<file path="src/rtl/xilinx_rst_sequencer.sv">
// Reset sequencer for the FPGA top level: waits for clock lock and DRAM calibration,
// holds the Ethernet PHY in reset for a fixed time, then releases the SoC and latches boot mode.
module xilinx_rst_sequencer #(
    parameter int unsigned EthRstCycles       = 500000,
    parameter int unsigned SettleCycles       = 16,
    parameter int unsigned CalibTimeoutCycles = 2**24,
    parameter bit          UseDdr             = 1'b1,
    parameter int unsigned CntWidth           = 24
) (
    input  logic       soc_clk,
    input  logic       rst_n,
    input  logic       clk_locked_i,
    input  logic       calib_done_i,
    input  logic       sw_rst_i,
    input  logic [1:0] boot_mode_i,
    output logic       soc_rst_no,
    output logic       eth_rst_no,
    output logic [1:0] boot_mode_o,
    output logic       fault_o,
    output logic [2:0] state_o
);

    typedef enum logic [2:0] {
        S_LOCK   = 3'd0,
        S_CALIB  = 3'd1,
        S_PHY    = 3'd2,
        S_SETTLE = 3'd3,
        S_RUN    = 3'd4,
        S_FAULT  = 3'd5
    } state_e;

    // Counter reload values: a state lasting N cycles is entered with N-1.
    localparam logic [CntWidth-1:0] CalibLoad  = CntWidth'(CalibTimeoutCycles - 1);
    localparam logic [CntWidth-1:0] EthLoad    = CntWidth'(EthRstCycles - 1);
    localparam logic [CntWidth-1:0] SettleLoad = CntWidth'(SettleCycles - 1);
    localparam logic [CntWidth-1:0] CntOne     = CntWidth'(1);

    state_e               state_q, state_d;
    logic [CntWidth-1:0]  cnt_q, cnt_d;
    logic                 lock_meta_q, lock_meta_d;
    logic                 lock_sync_q, lock_sync_d;
    logic                 calib_meta_q, calib_meta_d;
    logic                 calib_sync_q, calib_sync_d;
    logic                 soc_rst_n_q, soc_rst_n_d;
    logic                 eth_rst_n_q, eth_rst_n_d;
    logic [1:0]           boot_mode_q, boot_mode_d;
    logic                 fault_q, fault_d;
    logic                 lock_s;
    logic                 calib_s;

    always_comb begin
        lock_meta_d  = clk_locked_i;
        lock_sync_d  = lock_meta_q;
        calib_meta_d = calib_done_i;
        calib_sync_d = calib_meta_q;
    end

    // Without DRAM the calibration condition is permanently satisfied.
    assign lock_s  = lock_sync_q;
    assign calib_s = UseDdr ? calib_sync_q : 1'b1;

    always_comb begin
        state_d = state_q;
        unique case (state_q)
            S_LOCK: begin
                if (lock_s && !sw_rst_i) state_d = S_CALIB;
            end
            S_CALIB: begin
                if (sw_rst_i || !lock_s) state_d = S_LOCK;
                else if (calib_s)        state_d = S_PHY;
                else if (cnt_q == '0)    state_d = S_FAULT;
            end
            S_PHY: begin
                if (sw_rst_i || !lock_s) state_d = S_LOCK;
                else if (cnt_q == '0)    state_d = S_SETTLE;
            end
            S_SETTLE: begin
                if (sw_rst_i || !lock_s) state_d = S_LOCK;
                else if (cnt_q == '0)    state_d = S_RUN;
            end
            S_RUN: begin
                if (sw_rst_i || !lock_s) state_d = S_LOCK;
                else if (!calib_s)       state_d = S_FAULT;
            end
            S_FAULT: begin
                if (sw_rst_i) state_d = S_LOCK;
            end
            default: state_d = S_LOCK;
        endcase
    end

    always_comb begin
        cnt_d = cnt_q;
        if (state_d != state_q) begin
            unique case (state_d)
                S_CALIB:  cnt_d = CalibLoad;
                S_PHY:    cnt_d = EthLoad;
                S_SETTLE: cnt_d = SettleLoad;
                default:  cnt_d = '0;
            endcase
        end else if (cnt_q != '0) begin
            cnt_d = cnt_q - CntOne;
        end
    end

    // Outputs decode the next state so they flip on the same edge as state_o.
    always_comb begin
        soc_rst_n_d = (state_d == S_RUN);
        eth_rst_n_d = (state_d == S_SETTLE) || (state_d == S_RUN);
        fault_d     = (state_d == S_FAULT);
        boot_mode_d = boot_mode_q;
        if ((state_q == S_SETTLE) && (state_d == S_RUN)) boot_mode_d = boot_mode_i;
    end

    always_ff @(posedge soc_clk or negedge rst_n) begin
        if (!rst_n) begin
            state_q      <= S_LOCK;
            cnt_q        <= '0;
            lock_meta_q  <= 1'b0;
            lock_sync_q  <= 1'b0;
            calib_meta_q <= 1'b0;
            calib_sync_q <= 1'b0;
            soc_rst_n_q  <= 1'b0;
            eth_rst_n_q  <= 1'b0;
            boot_mode_q  <= 2'b00;
            fault_q      <= 1'b0;
        end else begin
            state_q      <= state_d;
            cnt_q        <= cnt_d;
            lock_meta_q  <= lock_meta_d;
            lock_sync_q  <= lock_sync_d;
            calib_meta_q <= calib_meta_d;
            calib_sync_q <= calib_sync_d;
            soc_rst_n_q  <= soc_rst_n_d;
            eth_rst_n_q  <= eth_rst_n_d;
            boot_mode_q  <= boot_mode_d;
            fault_q      <= fault_d;
        end
    end

    assign soc_rst_no  = soc_rst_n_q;
    assign eth_rst_no  = eth_rst_n_q;
    assign boot_mode_o = boot_mode_q;
    assign fault_o     = fault_q;
    assign state_o     = state_q;

endmodule

</file>
<file path="config.mk">
export PLATFORM = sky130hd
export DESIGN_NAME = xilinx_rst_sequencer
export DESIGN_NICKNAME = d
export VERILOG_FILES = /design/src/rtl/xilinx_rst_sequencer.sv
export SDC_FILE = /design/constraint.sdc
export NUM_CORES = 1
export LEC_CHECK = 0
export BUFFER_PORTS_ARGS = -buffer_cell sky130_fd_sc_hd__buf_2
export CORE_ASPECT_RATIO = 0.8
export CORE_MARGIN = 2
export CORE_UTILIZATION = 35
export CTS_BUF_LIST = sky130_fd_sc_hd__clkbuf_4 sky130_fd_sc_hd__clkbuf_8 sky130_fd_sc_hd__clkbuf_16
export CTS_CLUSTER_DIAMETER = 40
export DETAILED_ROUTE_END_ITERATION = 16
export PLACE_DENSITY = 0.52
export SLEW_MARGIN = 20
export SYNTH_ARGS = -nofsm -noshare
export SYNTH_HDL_FRONTEND = slang
export SYNTH_SLANG_ARGS = --single-unit
</file>
<file path="constraint.sdc">
create_clock -name soc_clk -period 3.3 [get_ports soc_clk]
set_input_delay 0.33 -clock soc_clk [delete_from_list [all_inputs] [get_ports soc_clk]]
set_output_delay 0.33 -clock soc_clk [all_outputs]
set_load 0.01 [all_outputs]
</file>
==> key figures <==
Synthesis
  – Sequential share of the synthesized area: 43.8%
  – Post-synthesis register bit count: 36
  – Ys Warns: 0
  – Number of flops mapped to enable cells by yosys: 0
  – Top cells by area, synth: dfrtp_1, nor2_4, xor2_1
  – Number of library cell types mapped by synthesis: 47
  – Dominant synthesized flop cell: dfrtp_1
  – Largest area contributor in the netlist: dfrtp_1
  – Synthesized area: 0.00205 mm²
  – Asr flop ratio synth: 100%
  – Share of the synthesized area in the top cell type: 43.8%
  – Syn nets: 217
  – Syn Area/Cell: 9.83 µm²
  – Synth Instances: 209

Route
  – Number of iterations in the first detailed-routing pass: 4
  – Vias: 1523
  – Detail Route Antenna Nets: 0
  – # DRC: 0
  – Vias per inst: 4.96
  – Initial DRC count: 117
  – Final wirelength: 4040 µm
  – Wire per inst: 13.2 µm

Critical path
  – Critical Path Sink Type: register
  – Kind of cell adding the most delay to the critical path: simple AND/OR/NAND/NOR gates
  – Crit path cell chain: or4_4 > or3_1 > nor4_2 > mux2i_1 > mux2_2 > and2_1 > a2bb2oi_1
  – WP data required: 3.45 ns
  – Worst Path Buf+Inv: 0
  – CP arrival: 3.06 ns
  – CP Launch Type: register
  – Worst r2r path cells: 7
  – Worst-path fanout max: 5
  – Crit path depth: 7
  – Worst path slowest cell: or4_4
  – Critical Path Max Stage Delay: 0.56 ns
  – CP Class: reg2reg

Die
  – Core area: 0.00556 mm²
  – Die width: 89.7 µm
  – Row cnt: 24
  – Starting density of the core: 37.0%
  – IO Pins: 15
  – Die area: 0.00650 mm²
  – Die H: 72.5 µm

Global route
  – Initial antenna violation count: 0
  – Vias in the first global route: 1454
  – Largest net degree at the start of global routing: 37
  – First-pass GRT wire length: 7000 µm
  – Gr ovfl total: 0
  – Gr usage total: 14.1%

Power
  – VDD IR max: 0.156 mV
  – PD cells: 598 mW/mm²
  – Leakage: 1.03 nW

Run
  – Max Cap Violations: 0

Final layout
  – Post-Route Utilization: 42.7%
  – Final-stage net count: 236
  – Layout cells sized above 1: 25.8%
  – Ant. Diodes: 0
  – Most common cell after layout, fill and taps aside: dfrtp_1
  – Fill count: 566
  – Commonest cells after routing, fill and taps aside: dfrtp_1, nand2_1, a21oi_1
  – P&R area growth vs syn: 15.5%

Timing
  – Fin Hold WS: 0.128 ns
  – Final period utilization: 88.3%
  – Setup_tns: 0 ns
  – Max Slew Vio Count: 0
  – Finish-stage setup viols: 0
  – Slew @ Worst Pin: 0.809 ns
  – Achievable Freq: 343 MHz
  – Clock Skews: 0.00562 ns
  – RSZ-0062 raised after global routing: no
  – Rel. slew slack: 46.0%
  – Period minus WS final: 2.91 ns
  – Count of final hold-check violations: 0

CTS
  – Post-CTS Setup Bufs: 0
  – CTS root buf: clkbuf_8
  – Post_cts resized: 0
  – Worst skew pair latency: 0.28 ns
  – Clk buf depth: 2
  – CTS Buf Count: 5
  – CTS tree: yes
  – Cts hold-fix bufs: 0
  – Clock transition at path regs: 0.07 ns
  – CTS HTree Levels: 2
  – Clk sink count: 36

Placed design
  – IO Port Bufs: 14
  – Routability cong.: 0.824
  – Post-DP HPWL: 2760 µm

Min path
  – Hold Crit Class: in2async

Outcome
  – Status: completed
## sequential cells by signal (all words and copies together) (netlist names)
| signal | cells |
|---|---|
| lock_meta_q | 1 |
| fault_o | 1 |
| boot_mode_o | 2 |
| state_o | 3 |
| calib_meta_q | 1 |
| lock_s | 1 |
| calib_s | 1 |
| eth_rst_no | 1 |
| cnt_q | 24 |
| soc_rst_no | 1 |
## routing by layer
| layer | track usage [%] | vias up | part of all wire (%) |
|---|---|---|---|
| met5 | 0 | - | 0 |
| met4 | 4.98 | 0 | 1.2 |
| met3 | 3.75 | 4 | 3.3 |
| met2 | 19.8 | 27 | 41 |
| met1 | 20.9 | 732 | 55 |
| li1 | - | 760 | - |
## path summary, 6_finish.rpt
check	from	end	slack, ns
max reg2reg	cnt_q[8]$_DFFE_PN0P_	cnt_q[0]$_DFFE_PN0P_	0.39
max	cnt_q[8]$_DFFE_PN0P_	cnt_q[0]$_DFFE_PN0P_	0.39
min in group soc_clk	clk_locked_i	lock_meta_q$_DFF_PN0_	0.14
min	rst_n	soc_rst_no$_DFF_PN0_	0.13
min reg2reg	lock_meta_q$_DFF_PN0_	lock_s$_DFF_PN0_	0.35
max in group asynchronous	rst_n	cnt_q[19]$_DFFE_PN0P_	2.66
## synth_stat cells, types with 3 or more instances
cell type and instances:
a21oi_1 19, nor2_2 4, xor2_1 11, o21ai_0 7
clkbuf_1 3, buf_2 4, a21oi_2 6, nand2_1 19
mux2_2 3, and3_1 3, nand2b_1 3, nor2_4 10
xnor2_1 9, inv_1 7, nor2_1 13, nor3_1 4
nor2b_1 3, nor4_1 7, dfrtp_1 36
## final cells by class
class	instances	area (µm²)	area share, %
Clock inverter	3	90.1	3.80
Inverter	7	26.3	1.11
Sequential cell	36	901	38.0
Tap cell	78	97.6	4.11
Timing Repair Buffer	22	130	5.49
Clock buffer	5	68.8	2.90
Multi-Input combinational cell	156	1060	44.6
## cells by family (layout without fill, tap and decap cells)
family	Yosys count	after routing	synth area share, %
xor gates and xnor gates	20	20	8.53
muxes	5	5	2.62
adders and majority gates	1	1	0.609
DFF	36	36	43.8
and+or+nand+nor	83	83	24.7
AOI/OAI and AO/OA	47	47	14.8
buffers and inverters	17	37	4.87
## where the power goes
group,internal [W],switching [W]
Sequential,0.000511,0.0000781
Clock,0.000378,0.000158
Combinational,0.000142,0.000151
Total,0.00103,0.000387
## through the flow
stage	cells	setup WS, ns	power (W)	cell area [µm²]
floorplan	209	0.416	0.000814	2050
global placement	299	0.261	0.000890	2210
detailed placement	299	0.155	0.000890	2210
CTS	307	0.134	0.00143	2370
global route	307	0.199	0.00150	2370
finish	307	0.386	0.00142	2370
Note: power is estimated with default switching activity, not from simulation.
